**src/rtl/nbiot_ul_pkg.sv**
```systemverilog
// Shared constants and types for the NB-IoT uplink NPUSCH format-1 slot scheduler.
package nbiot_ul_pkg;

    localparam int SAMPLE_W = 32;
    localparam int N_SC     = 12;
    localparam int N_SYMB   = 7;
    localparam int DMRS_SYM = 3;

    localparam logic [SAMPLE_W-1:0] FP_P0707 = 32'h3F34FDF4;
    localparam logic [SAMPLE_W-1:0] FP_N0707 = 32'hBF34FDF4;

    typedef enum logic [1:0] {
        IDLE = 2'd0,
        RUN  = 2'd1,
        DONE = 2'd2
    } state_t;

endpackage

```
**src/rtl/nbiot_grid_counter.sv**
```systemverilog
// Subcarrier / symbol / slot position counters for one transmission, with a
// flag marking the final grid position of the run.
module nbiot_grid_counter
    import nbiot_ul_pkg::*;
(
    input  logic       clk,
    input  logic       reset,
    input  logic       clear,
    input  logic       advance,
    input  logic [7:0] num_slots,
    output logic [3:0] sc,
    output logic [2:0] sym,
    output logic [7:0] slot,
    output logic       last
);

    localparam logic [3:0] SC_MAX  = 4'(N_SC - 1);
    localparam logic [2:0] SYM_MAX = 3'(N_SYMB - 1);

    always_ff @(posedge clk) begin
        if (!reset || clear) begin
            sc   <= '0;
            sym  <= '0;
            slot <= '0;
        end else if (advance) begin
            if (sc == SC_MAX) begin
                sc <= '0;
                if (sym == SYM_MAX) begin
                    sym  <= '0;
                    slot <= slot + 8'd1;
                end else begin
                    sym <= sym + 3'd1;
                end
            end else begin
                sc <= sc + 4'd1;
            end
        end
    end

    assign last = (sc == SC_MAX) && (sym == SYM_MAX) && (slot == num_slots - 8'd1);

endmodule

```
**src/rtl/nbiot_ul_slot_scheduler.sv**
```systemverilog
// Interleaves DMRS and data samples into SC-FDMA grid order for one NPUSCH
// format-1 transmission, with a single registered output stage.
module nbiot_ul_slot_scheduler
    import nbiot_ul_pkg::*;
(
    input  logic                clk,
    input  logic                reset,
    input  logic                start,
    input  logic [7:0]          num_slots,
    output logic                busy,
    output logic                done,
    input  logic                dmrs_valid,
    output logic                dmrs_ready,
    input  logic [SAMPLE_W-1:0] dmrs_data,
    input  logic                dat_valid,
    output logic                dat_ready,
    input  logic [SAMPLE_W-1:0] dat_data,
    output logic                out_valid,
    input  logic                out_ready,
    output logic [SAMPLE_W-1:0] out_data,
    output logic [3:0]          out_sc,
    output logic [2:0]          out_sym,
    output logic [7:0]          out_slot,
    output logic                out_is_dmrs
);

    state_t     state;
    logic [7:0] slots_lat;
    logic       last_taken;
    logic [3:0] sc;
    logic [2:0] sym;
    logic [7:0] slot;
    logic       last;
    logic       sel_dmrs;
    logic       can_take;
    logic       take;
    logic       clear;

    nbiot_grid_counter u_grid (
        .clk       (clk),
        .reset     (reset),
        .clear     (clear),
        .advance   (take),
        .num_slots (slots_lat),
        .sc        (sc),
        .sym       (sym),
        .slot      (slot),
        .last      (last)
    );

    // The only combinational path: readies follow out_ready so a drained
    // output register can be refilled in the same cycle.
    assign sel_dmrs   = (sym == 3'(DMRS_SYM));
    assign can_take   = (state == RUN) && !last_taken && (!out_valid || out_ready);
    assign dmrs_ready = can_take && sel_dmrs;
    assign dat_ready  = can_take && !sel_dmrs;
    assign take       = sel_dmrs ? (dmrs_valid && dmrs_ready) : (dat_valid && dat_ready);
    assign clear      = (state == IDLE) && start;

    assign busy = (state == RUN);
    assign done = (state == DONE);

    always_ff @(posedge clk) begin
        if (!reset) begin
            state       <= IDLE;
            slots_lat   <= '0;
            last_taken  <= 1'b0;
            out_valid   <= 1'b0;
            out_data    <= '0;
            out_sc      <= '0;
            out_sym     <= '0;
            out_slot    <= '0;
            out_is_dmrs <= 1'b0;
        end else begin
            case (state)
                IDLE: begin
                    if (start) begin
                        slots_lat  <= num_slots;
                        last_taken <= 1'b0;
                        state      <= (num_slots == 8'd0) ? DONE : RUN;
                    end
                end
                RUN: begin
                    if (take) begin
                        out_valid   <= 1'b1;
                        out_data    <= sel_dmrs ? dmrs_data : dat_data;
                        out_sc      <= sc;
                        out_sym     <= sym;
                        out_slot    <= slot;
                        out_is_dmrs <= sel_dmrs;
                        if (last) last_taken <= 1'b1;
                    end else if (out_valid && out_ready) begin
                        out_valid <= 1'b0;
                        if (last_taken) state <= DONE;
                    end
                end
                DONE:    state <= IDLE;
                default: state <= IDLE;
            endcase
        end
    end

endmodule

```
**config.mk**
```make
export PLATFORM = sky130hd
export DESIGN_NAME = nbiot_ul_slot_scheduler
export DESIGN_NICKNAME = d
export VERILOG_FILES = /design/src/rtl/nbiot_ul_pkg.sv /design/src/rtl/nbiot_grid_counter.sv /design/src/rtl/nbiot_ul_slot_scheduler.sv
export SDC_FILE = /design/constraint.sdc
export NUM_CORES = 1
export LEC_CHECK = 0
export ABC_AREA = 1
export BUFFER_PORTS_ARGS = -buffer_cell sky130_fd_sc_hd__buf_4
export CORE_MARGIN = 4
export CORE_UTILIZATION = 55
export CTS_CLUSTER_SIZE = 10
export DETAILED_ROUTE_END_ITERATION = 12
export GPL_TIMING_DRIVEN = 0
export HOLD_SLACK_MARGIN = 0.06
export PLACE_DENSITY = 0.84
export SLEW_MARGIN = 30
export SYNTH_ARGS = -nofsm -noshare
export SYNTH_HDL_FRONTEND = slang
export SYNTH_HIERARCHICAL = 1
export SYNTH_SLANG_ARGS = --single-unit
```
**constraint.sdc**
```tcl
create_clock -name clk -period 4.2 [get_ports clk]
set_input_delay 0.84 -clock clk [delete_from_list [all_inputs] [get_ports clk]]
set_output_delay 0.84 -clock clk [all_outputs]
set_load 0.01 [all_outputs]
```
== Word level (Yosys, flattened, before mapping) ==
Cells that the tools add are included.
W data, S select, Z words.

* Logic and storage cells: 71
* Input bits: 78
* Register bits: 75
* Output and inout port bits: 53

* Reductions and logical operators: 27
* Equality and inequality tests: 12
* Multiplexer cells: 16
* Add/subtract/negate cells: 4

{| class="wikitable"
|+ Operators with widths
! cell !! number
|-
| $mux W32 || 1
|-
| $logic_and A1 B1 Y1 || 10
|-
| $mux W2 || 5
|-
| $add A8 B1 Y8 const B || 1
|-
| $eq A8 B8 Y1 || 1
|-
| $logic_not A8 Y1 || 1
|-
| $ne A2 B1 Y1 const B || 4
|-
| $reduce_and A2 Y1 || 4
|-
| $reduce_and A4 Y1 || 2
|-
| $sub A8 B1 Y8 const B || 1
|-
| $mux W1 || 6
|-
| $add A4 B1 Y4 const B || 1
|-
| $eq A4 B4 Y1 const B || 1
|-
| $logic_not A1 Y1 || 4
|-
| $mux W4 || 1
|-
| $ne A2 B2 Y1 const B || 2
|-
| $pmux W2 S2 || 1
|-
| $reduce_bool A2 Y1 || 2
|-
| $add A3 B1 Y3 const B || 1
|-
| $eq A3 B2 Y1 const B || 1
|-
| $eq A3 B3 Y1 const B || 1
|-
| $mux W3 || 1
|-
| $reduce_and A3 Y1 || 1
|-
| $eq A2 B1 Y1 const B || 1
|-
| other kinds (4) || 5
|}

== Logic depth before layout (Yosys ltp) ==
* Word-level depth: 8
* Depth in mapped cells: 14
* Gate-level depth less buffers: 13

== Modules after synthesis ==
Netlist, hierarchy kept.

{| class="wikitable"
|+ Modules (own cells, without submodules)
! module !! times used !! cells an instance !! seq. area each (µm²) !! area an instance (µm²)
|-
| nbiot_ul_slot_scheduler || 1 || 446 || 1201.2 || 2989.1
|-
| nbiot_grid_counter || 1 || 167 || 300.3 || 1012.2
|}

== Worst setup path after synthesis ==
No wires, ideal clock.

* Path type: input port to flip-flop
* Start: in out_ready
* End: reg u_grid.slot[4]
* Stages on the path: 11
* Setup time: 0.114 ns
* Required time: 4.086 ns
* Path slack: 1.864 ns
* Path buffers: 1
* Arrival: 2.222 ns
* Cell sequence: inv_1 -> nand2_1 -> nand4_2 -> buf_2 -> nand2_1 -> nand2_2 -> nor3_4 -> nand2_4 -> nor2_1 -> xor2_1 -> nor2_1

* Word-level cells in the longest chain between the ends: 6
* Elaborated cells on any way between the ends: 8
* Those cells by class: 1 x mux; 7 x reduce/logical

{| class="wikitable"
|+ Ends and longest elaborated chain
! what !! line !! RTL
|-
| start, declared || nbiot_ul_slot_scheduler.sv:19 || <nowiki>input logic out_ready,</nowiki>
|-
| $logic_or A1 B1 Y1 * || nbiot_ul_slot_scheduler.sv:54 || <nowiki>assign can_take = (state == RUN) && !last_taken && (!out_valid || out_ready);</nowiki>
|-
| $logic_and A1 B1 Y1 * || nbiot_ul_slot_scheduler.sv:54 ||
|-
| $logic_and A1 B1 Y1 (on tied branches) || nbiot_ul_slot_scheduler.sv:56, nbiot_ul_slot_scheduler.sv:55 ||
|-
| $logic_and A1 B1 Y1 || nbiot_ul_slot_scheduler.sv:57 || <nowiki>assign take = sel_dmrs ? (dmrs_valid && dmrs_ready) : (dat_valid && dat_ready);</nowiki>
|-
| $mux W1 * || nbiot_ul_slot_scheduler.sv:57 ||
|-
| net take || nbiot_ul_slot_scheduler.sv:36 || <nowiki>logic take;</nowiki>
|-
| $reduce_and A3 Y1 (no line) * || n/a ||
|-
| end signal, assigned || nbiot_grid_counter.sv:30 || <nowiki>slot <= slot + 8'd1;</nowiki>
|-
| end, declared || nbiot_grid_counter.sv:13 || <nowiki>output logic [7:0] slot,</nowiki>
|}

Mark *: on every way through the listed nets, which the timed path passes. The rest lies on a longest branch.
A chain may end at the register's enable or synchronous reset.

== Worst setup path after layout ==
* Start: reg u_grid.sym[1]
* End: out dat_ready

* Word-level cells in the longest chain between the ends: 3

{| class="wikitable"
|+ Ends and longest elaborated chain
! what !! line !! RTL
|-
| start, declared || nbiot_grid_counter.sv:12 || <nowiki>output logic [2:0] sym,</nowiki>
|-
| start signal, assigned || nbiot_grid_counter.sv:32 || <nowiki>sym <= sym + 3'd1;</nowiki>
|-
| $eq A3 B2 Y1 || nbiot_ul_slot_scheduler.sv:53 || <nowiki>assign sel_dmrs = (sym == 3'(DMRS_SYM));</nowiki>
|-
| $logic_not A1 Y1 || nbiot_ul_slot_scheduler.sv:56 || <nowiki>assign dat_ready = can_take && !sel_dmrs;</nowiki>
|-
| $logic_and A1 B1 Y1 || nbiot_ul_slot_scheduler.sv:56 ||
|-
| end, declared || nbiot_ul_slot_scheduler.sv:16 || <nowiki>output logic dat_ready,</nowiki>
|}

Every way passes these cells.

==> impl_results.md <==
- Port Buf Inserts: 130
- Die ar.: 8700 sq um
- MaxCap Viol Count: 0
- GR Layer Usage met3: 0.0611
- Non-Filler Instances: between 800 and 900
- Crit end category: output pin
- Reg-to-reg startpoint: u_grid/sym[1]
- FF+latch count, synth: 75
- Crit Path Category: reg -> out
- Worst R2R Setup Slack: 1.66 ns
- Placed standard-cell area: between 5000 and 6000 sq um
- R2R cell count: 12
- Clock insertion delay at the later pin of the skew report: between 0.3 and 0.4 ns
- DR vias: around 4400
- Final worst path period need: approximately 2.6 ns
- Synth Instances: 613
- Final instance area: around 5300 sq um
- Global-route usage over all layers: 0.263
- TritonCTS clock tree: built
- Req. time, crit path: 3.36 ns
- Antenna Nets Post-Route: 0
- # Post-CTS Setup Buffers: 0
- Layout cell share with drive strength beyond 1: 0.220
- Hold Buf Count CTS: 0
- Layout area overhead: 32.8%
- Core area: 6940 sq um
- Layout Nets: 835
- Routed len/inst: approximately 13 um
- Root Buffer: clkbuf_8
- Initial Util: 0.576
- Post-CTS sizing: 0
- Cells on Worst Hold Path: 2
- Worst Tran Pin Value: just under 0.5 ns
- Ports placed on the boundary: around 130
- Reg-to-Reg End: u_grid/slot[2]
- Vias in the first global route: between 4000 and 5000
- H-tree levels: 3
- Yosys cell types: 32
- Sequential share of the synthesized area: 0.375
- Met1 Resource Use GR: 0.339
- DRC marker count from the first detailed-route iteration: approximately 270
- Final Skew: ~0.0047 ns
- Avg Cell Area, Syn: around 6.5 sq um
- Grt peak-use layer: met2
- GRT overflow: 0
- Pin count of the biggest net entering global routing: 14
- Status: complete, no violations
- CTS Buffer Depth: 2
- Mapped cell area: ~4000 sq um
- Critical Path AT: ~1.8 ns
- Residual DRC: 0
- PwrDens: around 340 nW/um^2
- RSZ-0062 raised after global routing: false
- # diodes: 0
- Startpoint class of the critical path: register
- Rel. slew slack: 0.679
- Die W: 93.3 um
- Initial antenna violation count: 0
- DP HPWL: 8670 um
- Hold EP: last_taken
- # clock sinks: 75
- Mapped Nets: 694
- Post-Place Cells: between 800 and 900
- Synth Warn #: 6
- Worst min-delay path category: reg -> reg
- First-pass GRT wire length: 18600 um
- Final hold violation count: 0
- Total CTS buffers: 9
- Cell Rows: 30
- Die span in y: just over 90 um
- Finished Core Util: 0.765
- Worst-path clk slew: roughly 0.080 ns
- Setup-failing EPs final: 0
- Static Leak: approximately 2.7 nW
- Max-slew violations: 0
- CP max FO: 10
- TritonRoute pass-1 iters: 6
- Min Hold Slack: 0.511 ns
- Tcrit/Tclk final: 0.619
- RePlAce Congestion: ~0.85
- Hold_sp: last_taken
- F_max: about 380 MHz
- Worst vdd ir: about 0.00021 V
- Met2 usage: 0.439
- Final wirelength: 11500 um
- Setup TNS: 0 ns
- Vias per cell: a little over 5
logic make-up (layout without fill, tap and decap cells):
| group | Yosys count | count (layout) | synth area share |
|---|---|---|---|
| and+or+nand+nor | 367 | 367 | 0.414 |
| AOI/OAI and AO/OA | 87 | 87 | 0.111 |
| buffers and inverters | 76 | 222 | 0.0794 |
| DFF | 75 | 75 | 0.375 |
| xor gates and xnor gates | 5 | 5 | 0.0109 |
| adders and majority gates | 3 | 3 | 0.00938 |
cell usage after synthesis:
cell type  instances  share of area
o21ai_0           17          0.021
nor3_1             4         0.0050
nand2_2            1         0.0016
nand2_1          210           0.20
xor2_1             2         0.0044
o211ai_1           1         0.0019
a21oi_1           66          0.083
nor2_1            80          0.075
nand2_4            1         0.0028
nor4_1             1         0.0016
nand4_2            2         0.0063
nor3b_1            1         0.0019
nand3_2            1         0.0025
buf_6              1         0.0028
nand4_1            2         0.0031
buf_4              5         0.0094
nor3_4             1         0.0041
or2_2              1         0.0016
xnor2_1            3         0.0066
dfxtp_1           75           0.38
nand3_1           12          0.015
nand3b_1          47          0.088
o21bai_1           1         0.0019
inv_2              1        0.00094
buf_2              5         0.0063
inv_1             40          0.038
ha_1               3         0.0094
nor2_4             3         0.0084
clkbuf_1          17          0.016
buf_1              7         0.0066
a31oi_1            1         0.0016
a211oi_1           1         0.0019
where the power goes:
group	switching (mW)	total [mW]	internal [mW]
Combinational	0.208	0.403	0.196
Clock	0.273	0.609	0.336
Sequential	0.0323	0.796	0.763
metrics by stage:
stage                     power [mW]  worst slack, ns
final                           1.81             1.60
after global routing            1.90             1.46
after CTS                       1.81             1.59
after detailed placement        1.21             1.38
after global placement          1.20             1.42
after floorplan                 1.03             1.86
critical path, stage by stage (launching register included):
cell and delay (ns):
dfxtp_1 0.46, nand2_1 0.13, nor2_4 0.21, buf_1 0.34, nor2_1 0.10, buf_4 0.16
metal layers:
layer	vias to the layer above	share of wire
met5	-	0
met4	0	0.013
met3	16	0.092
met2	171	0.48
met1	1992	0.42
li1	2230	-
worst max path at each step:
| stage | startpoint | endpoint | slack [ns] | cells past startpoint |
|---|---|---|---|---|
| 2_1_floorplan | out_ready | u_grid/slot[4] | 1.86 | 11 |
| 3_3_place_gp | out_ready | u_grid/slot[4] | 1.42 | 12 |
| 3_5_place_dp | out_ready | u_grid/slot[2] | 1.38 | 13 |
| 4_1_cts | u_grid/sym[0] | dat_ready | 1.59 | 5 |
| 5_1_grt | u_grid/sym[0] | u_grid/slot[6] | 1.46 | 12 |
| 6_report | u_grid/sym[1] | dat_ready | 1.60 | 5 |
state kept, by name, indices dropped and copies added, names as in the netlist:
signal and cells:
last_taken 1, out_data 32, out_is_dmrs 1, out_sc 4, out_slot 8, out_sym 3, out_valid 1, slots_lat 8
state 2, u_grid/sc 4, u_grid/slot 8, u_grid/sym 3
area by class of cell:
| cell class | instances | area (sq um) |
|---|---|---|
| buffer | 35 | 164 |
| clock buffer | 10 | 128 |
| clock inverter | 6 | 90.1 |
| fill | 554 | 1630 |
| inverter | 41 | 154 |
| multi-input combinational | 462 | 2180 |
| sequential | 75 | 1500 |
| tap | 96 | 120 |
| timing repair buffer | 130 | 976 |
cell usage in the layout (no fill, tap or decap), types with 4 or more instances in the layout:
cell type,instances
nand2_1,210
buf_4,135
nor2_1,80
dfxtp_1,75
a21oi_1,66
nand3b_1,47
inv_1,40
clkbuf_1,18
o21ai_0,17
nand3_1,12
clkbuf_8,9
buf_1,7
buf_2,5
nor3_1,4
Power figures use the tool's default switching activity.
